$ cat config.mk
export PLATFORM = sky130hd
export DESIGN_NAME = pia_ppi
export DESIGN_NICKNAME = d
export VERILOG_FILES = /design/src/rtl/pia_ppi.sv
export SDC_FILE = /design/constraint.sdc
export NUM_CORES = 1
export LEC_CHECK = 0
export CORE_ASPECT_RATIO = 0.6
export CORE_UTILIZATION = 30
export CTS_CLUSTER_DIAMETER = 40
export CTS_CLUSTER_SIZE = 40
export DETAILED_ROUTE_END_ITERATION = 10
export DONT_BUFFER_PORTS = 1
export HOLD_SLACK_MARGIN = 0.03
export PLACE_DENSITY_LB_ADDON = 0.15
export SYNTH_ARGS = -nofsm -noshare
export SYNTH_HDL_FRONTEND = slang
export SYNTH_SLANG_ARGS = --single-unit
$ cat constraint.sdc
create_clock -name clk -period 3.4 [get_ports clk]
set_clock_uncertainty 0.15 [all_clocks]
set_input_delay 0.68 -clock clk [delete_from_list [all_inputs] [get_ports clk]]
set_output_delay 0.68 -clock clk [all_outputs]
set_load 0.01 [all_outputs]
$ cat src/rtl/pia_ppi.sv
// pia_ppi: clocked 8255-style parallel interface with port A direction, input
// synchronisers, strobed port B input handshake and a registered read path.
module pia_ppi #(
  parameter int DW          = 8,
  parameter int SYNC_STAGES = 2
) (
  input  logic          clk,
  input  logic          reset,
  input  logic          cs,
  input  logic          we,
  input  logic          re,
  input  logic [1:0]    address,
  input  logic [DW-1:0] Din,
  output logic [DW-1:0] PIAout,
  output logic [DW-1:0] Port_A,
  output logic          Port_A_oe,
  input  logic [DW-1:0] Port_A_in,
  input  logic [DW-1:0] Port_B,
  input  logic          stb_n,
  output logic [3:0]    Port_C_low,
  input  logic [3:0]    Port_C_high,
  output logic          ibf,
  output logic          intr
);

  localparam logic [1:0] ADDR_A    = 2'd0;
  localparam logic [1:0] ADDR_B    = 2'd1;
  localparam logic [1:0] ADDR_C    = 2'd2;
  localparam logic [1:0] ADDR_CTRL = 2'd3;

  logic [SYNC_STAGES-1:0][DW-1:0] aSync_q;
  logic [SYNC_STAGES-1:0][DW-1:0] bSync_q;
  logic [SYNC_STAGES-1:0][3:0]    cSync_q;
  logic [SYNC_STAGES-1:0]         stbSync_q;

  logic [DW-1:0] aSyncd;
  logic [DW-1:0] bSyncd;
  logic [3:0]    cSyncd;
  logic          stbSyncd;

  logic [DW-1:0] aLatch_q, aLatch_d;
  logic [DW-1:0] bLatch_q, bLatch_d;
  logic [DW-1:0] rdData_q, rdData_d;
  logic [3:0]    cLow_q, cLow_d;
  logic          aDir_q, aDir_d;
  logic          bMode_q, bMode_d;
  logic          inteB_q, inteB_d;
  logic          ovr_q, ovr_d;
  logic          ibf_q, ibf_d;
  logic          intr_q, intr_d;
  logic          stbPrev_q;

  logic          wrEn;
  logic          rdEn;
  logic          rdB;
  logic          modeSetWr;
  logic          stbFall;
  logic [DW-1:0] readMux;

  // The strobe chain idles high so leaving reset never looks like a strobe.
  always_ff @(posedge clk) begin
    if (reset) begin
      aSync_q   <= '0;
      bSync_q   <= '0;
      cSync_q   <= '0;
      stbSync_q <= '1;
    end else begin
      aSync_q[0]   <= Port_A_in;
      bSync_q[0]   <= Port_B;
      cSync_q[0]   <= Port_C_high;
      stbSync_q[0] <= stb_n;
      for (int i = 1; i < SYNC_STAGES; i++) begin
        aSync_q[i]   <= aSync_q[i-1];
        bSync_q[i]   <= bSync_q[i-1];
        cSync_q[i]   <= cSync_q[i-1];
        stbSync_q[i] <= stbSync_q[i-1];
      end
    end
  end

  assign aSyncd   = aSync_q[SYNC_STAGES-1];
  assign bSyncd   = bSync_q[SYNC_STAGES-1];
  assign cSyncd   = cSync_q[SYNC_STAGES-1];
  assign stbSyncd = stbSync_q[SYNC_STAGES-1];

  assign wrEn      = cs & we;
  assign rdEn      = cs & re & ~we;
  assign rdB       = rdEn && (address == ADDR_B);
  assign modeSetWr = wrEn && (address == ADDR_CTRL) && Din[7];
  assign stbFall   = bMode_q & stbPrev_q & ~stbSyncd;

  always_comb begin
    readMux = '0;
    case (address)
      ADDR_A:  readMux = aDir_q ? aSyncd : aLatch_q;
      ADDR_B:  readMux = bMode_q ? bLatch_q : bSyncd;
      ADDR_C:  readMux[7:0] = {cSyncd, cLow_q};
      default: readMux[7:0] = {1'b1, 2'b00, aDir_q, ovr_q, bMode_q, inteB_q, ibf_q};
    endcase
  end

  // Ordering matters: read side effects, then strobe capture (which keeps ibf
  // set over a coincident data read), then writes so a mode set wins over all.
  always_comb begin
    aLatch_d = aLatch_q;
    bLatch_d = bLatch_q;
    rdData_d = rdData_q;
    cLow_d   = cLow_q;
    aDir_d   = aDir_q;
    bMode_d  = bMode_q;
    inteB_d  = inteB_q;
    ovr_d    = ovr_q;
    ibf_d    = ibf_q;

    if (rdEn) begin
      rdData_d = readMux;
      if (address == ADDR_B) begin
        ibf_d = 1'b0;
      end
      if (address == ADDR_CTRL) begin
        ovr_d = 1'b0;
      end
    end

    if (stbFall && !modeSetWr) begin
      bLatch_d = bSyncd;
      ibf_d    = 1'b1;
      if (ibf_q && !rdB) begin
        ovr_d = 1'b1;
      end
    end

    if (wrEn) begin
      case (address)
        ADDR_A: aLatch_d = Din;
        ADDR_C: cLow_d = Din[3:0];
        ADDR_CTRL: begin
          if (Din[7]) begin
            aDir_d   = Din[4];
            bMode_d  = Din[2];
            aLatch_d = '0;
            cLow_d   = '0;
            ibf_d    = 1'b0;
            ovr_d    = 1'b0;
            inteB_d  = 1'b0;
          end else if (Din[3]) begin
            inteB_d = Din[0];
          end else begin
            cLow_d[Din[2:1]] = Din[0];
          end
        end
        default: ;
      endcase
    end

    intr_d = ibf_d & inteB_d & stbSyncd;
  end

  always_ff @(posedge clk) begin
    if (reset) begin
      aLatch_q  <= '0;
      bLatch_q  <= '0;
      rdData_q  <= '0;
      cLow_q    <= '0;
      aDir_q    <= 1'b0;
      bMode_q   <= 1'b0;
      inteB_q   <= 1'b0;
      ovr_q     <= 1'b0;
      ibf_q     <= 1'b0;
      intr_q    <= 1'b0;
      stbPrev_q <= 1'b1;
    end else begin
      aLatch_q  <= aLatch_d;
      bLatch_q  <= bLatch_d;
      rdData_q  <= rdData_d;
      cLow_q    <= cLow_d;
      aDir_q    <= aDir_d;
      bMode_q   <= bMode_d;
      inteB_q   <= inteB_d;
      ovr_q     <= ovr_d;
      ibf_q     <= ibf_d;
      intr_q    <= intr_d;
      stbPrev_q <= stbSyncd;
    end
  end

  assign PIAout     = rdData_q;
  assign Port_A     = aLatch_q;
  assign Port_A_oe  = ~aDir_q;
  assign Port_C_low = cLow_q;
  assign ibf        = ibf_q;
  assign intr       = intr_q;

endmodule

==> impl_metrics.toml <==
[status]
status = "finished clean"

[timing]
fmax_ghz = 0.498
slew_viol_final = 0
worst_pin_slew_ns = 0.652
hold_viol = 0
fin_crit_ns = 2.01
max_slew_margin_pct = 56.4
fin_tns_setup_ns = 0
period_share_pct = 59.1
setup_viol = 0
rsz0062_at_grt = "no"

[clock_network]
clockBufferDepth = 2
cts_tree = "built"
cts_root_buf = "clkbuf_16"
htreeDepth = 3
cts_made_buffers = 9
path_clk_slew_ns = 0.06
numClockSinks = 77
cts.repair.resized = 0
clk_latency_ns = 0.34
ctsHoldBuffers = 0
post_cts_buffers = 0

[power_and_ir_drop]
p_per_area_nw_per_um2 = 611
p_leak_nw = 1.16
ir_drop_v = 0.000242

[synthesis]
syn_area_per_cell_sq_um = 9.76
synth_cell_types = 39
yosysWarnings = 0
syn_inst = 304
synthesis.area_sq_um = 2970
async_flop_share_pct = 0
synth_fp_nets = 340
ys_seq_elements = 77
synth_flop_cell = "dfxtp_1"
ys_seq_area_share_pct = 52.0
synth-edff-count = 0

[global_route]
grt_pass1_wl_um = 11400
grt_overflow = 0
antenna_found_initial = 0
grt_max_degree = 80
track_usage_pct = 15.2
grt_pass1_vias = 1997

[die]
rows = 27
die_area_sq_um = 10300
coreArea_sq_um = 9390
ios = 59
die-width_um = 130
die_h_um = 79.0
start_util_pct = 31.6

[setup_path]
reg2reg_depth = 4
cp-start-kind = "flip-flop"
path_class = "reg2out"
path_cells = "inv_1"
max_stage_delay_ns = 0.67
critical_path.top_delay_family = "flip-flops"
cp-end-kind = "output port"
critical_path.slowest_cell = "dfxtp_1"
worstPathRequired_ns = 2.57
path_depth = 1
arrival_ns = 1.18
cp_max_fo = 11
cp.buffers_inverters = 1

[routing]
firstDrtPassIters = 4
viasPerCell = 4.82
route.detailed.drc = 0
avgRoutedWirePerCell_um = 16.8
routed_wl_um = 7200
drtAntennaViolNets = 0
initialDrtViolationCount = 136
num_vias = 2069

[worst_hold_path]
holdPathStages = 1
hold_class = "in2reg"

[cells_and_area]
mostFrequentLayoutCells = "dfxtp_1, nor2b_1, a21oi_1"
layout.nets = 330
drive_gt1_share_pct = 11.7
syn_to_final_growth_pct = 13.1
final_common_cell = "dfxtp_1"
fillers = 969
multiInputGateArea_sq_um = 1300
n_antenna_cell = 0
fin_area_sq_um = 3360
regArea_sq_um = 1540

[placement]
port_buffers = 0
routabilityCongestion = 0.778
dpl_cell_area_sq_um = 3030
detailed_place_hpwl_um = 4830

[flow_run]
drv_cap = 0
==> logic make-up after synthesis <==
group / count (synthesis) / synth area share (%)
AO/OA/AOI/OAI: 60 / 12.5
flip-flops: 77 / 52.0
multiplexers: 28 / 10.2
AND/OR/NAND/NOR: 113 / 21.2
buffers and inverters: 26 / 4.09
==> flip-flops by register name, indices dropped and copies added, names as in the netlist, 8 cells and up <==
name,flops
aSyncd,8
bLatch_q,8
bSync_q,8
aSync_q,8
bSyncd,8
Port_A,8
PIAout,8
==> layout make-up <==
class                           count  share of cell area (%)
Inverter                            4                   0.447
Clock inverter                      6                    2.57
Multi-Input combinational cell    201                    38.9
Clock buffer                       10                    7.12
Timing Repair Buffer                1                   0.224
Tap cell                          130                    4.85
Sequential cell                    77                    45.9
==> power breakdown <==
part / switching (mW) / leakage [nW] / total, mW / internal (mW)
clock: 0.370 / 0.158 / 1.03 / 0.661
combinational: 0.0328 / 0.369 / 0.0695 / 0.0367
sequential: 0.0163 / 0.631 / 0.949 / 0.933
==> cells in the mapped netlist (all sizes together), types with 8 or more instances <==
master | number | area, sq um
buf | 9 | 57.6
clkbuf | 13 | 48.8
a21oi | 25 | 136
o21ai | 15 | 75.1
nand2 | 15 | 56.3
nor2 | 20 | 75.1
mux2i | 19 | 190
nand3 | 11 | 55.1
mux2 | 8 | 90.1
nand3b | 8 | 60.1
dfxtp | 77 | 1540
nor2b | 41 | 257
o31ai | 8 | 60.1
==> routing by layer <==
layer / global-route usage (%) / routed length [um] / vias to the layer above / part of all wire, %
met5: 0 / 0 / - / 0
met2: 19.0 / 2860 / 67 / 40
met3: 7.08 / 646 / 2 / 9.0
li1: - / - / 1022 / -
met4: 5.86 / 19 / 0 / 0.26
met1: 21.9 / 3680 / 978 / 51
==> per-stage QoR <==
stage	setup slack [ns]	std cells	power [mW]	hold WS (ns)	util [%]
after floorplan	1.48	304	1.04	0.239	-
after global placement	1.43	413	1.04	0.253	32.3
after detailed placement	1.41	413	1.04	0.245	32.3
after CTS	1.34	429	2.08	0.244	35.7
after global routing	1.31	429	2.13	0.238	35.7
final	1.39	429	2.05	0.257	35.7
==> final timing paths <==
check | startpoint | endpoint | slack (ns)
hold / removal | reset | Port_A[2] | 0.26
setup reg to reg | aDir_q | PIAout[4] | 1.42
setup / recovery | aDir_q | Port_A_oe | 1.39
hold reg to reg | stbSync_q[0] | stbSync_q[1] | 0.26
(Power assumes the default switching activity.)
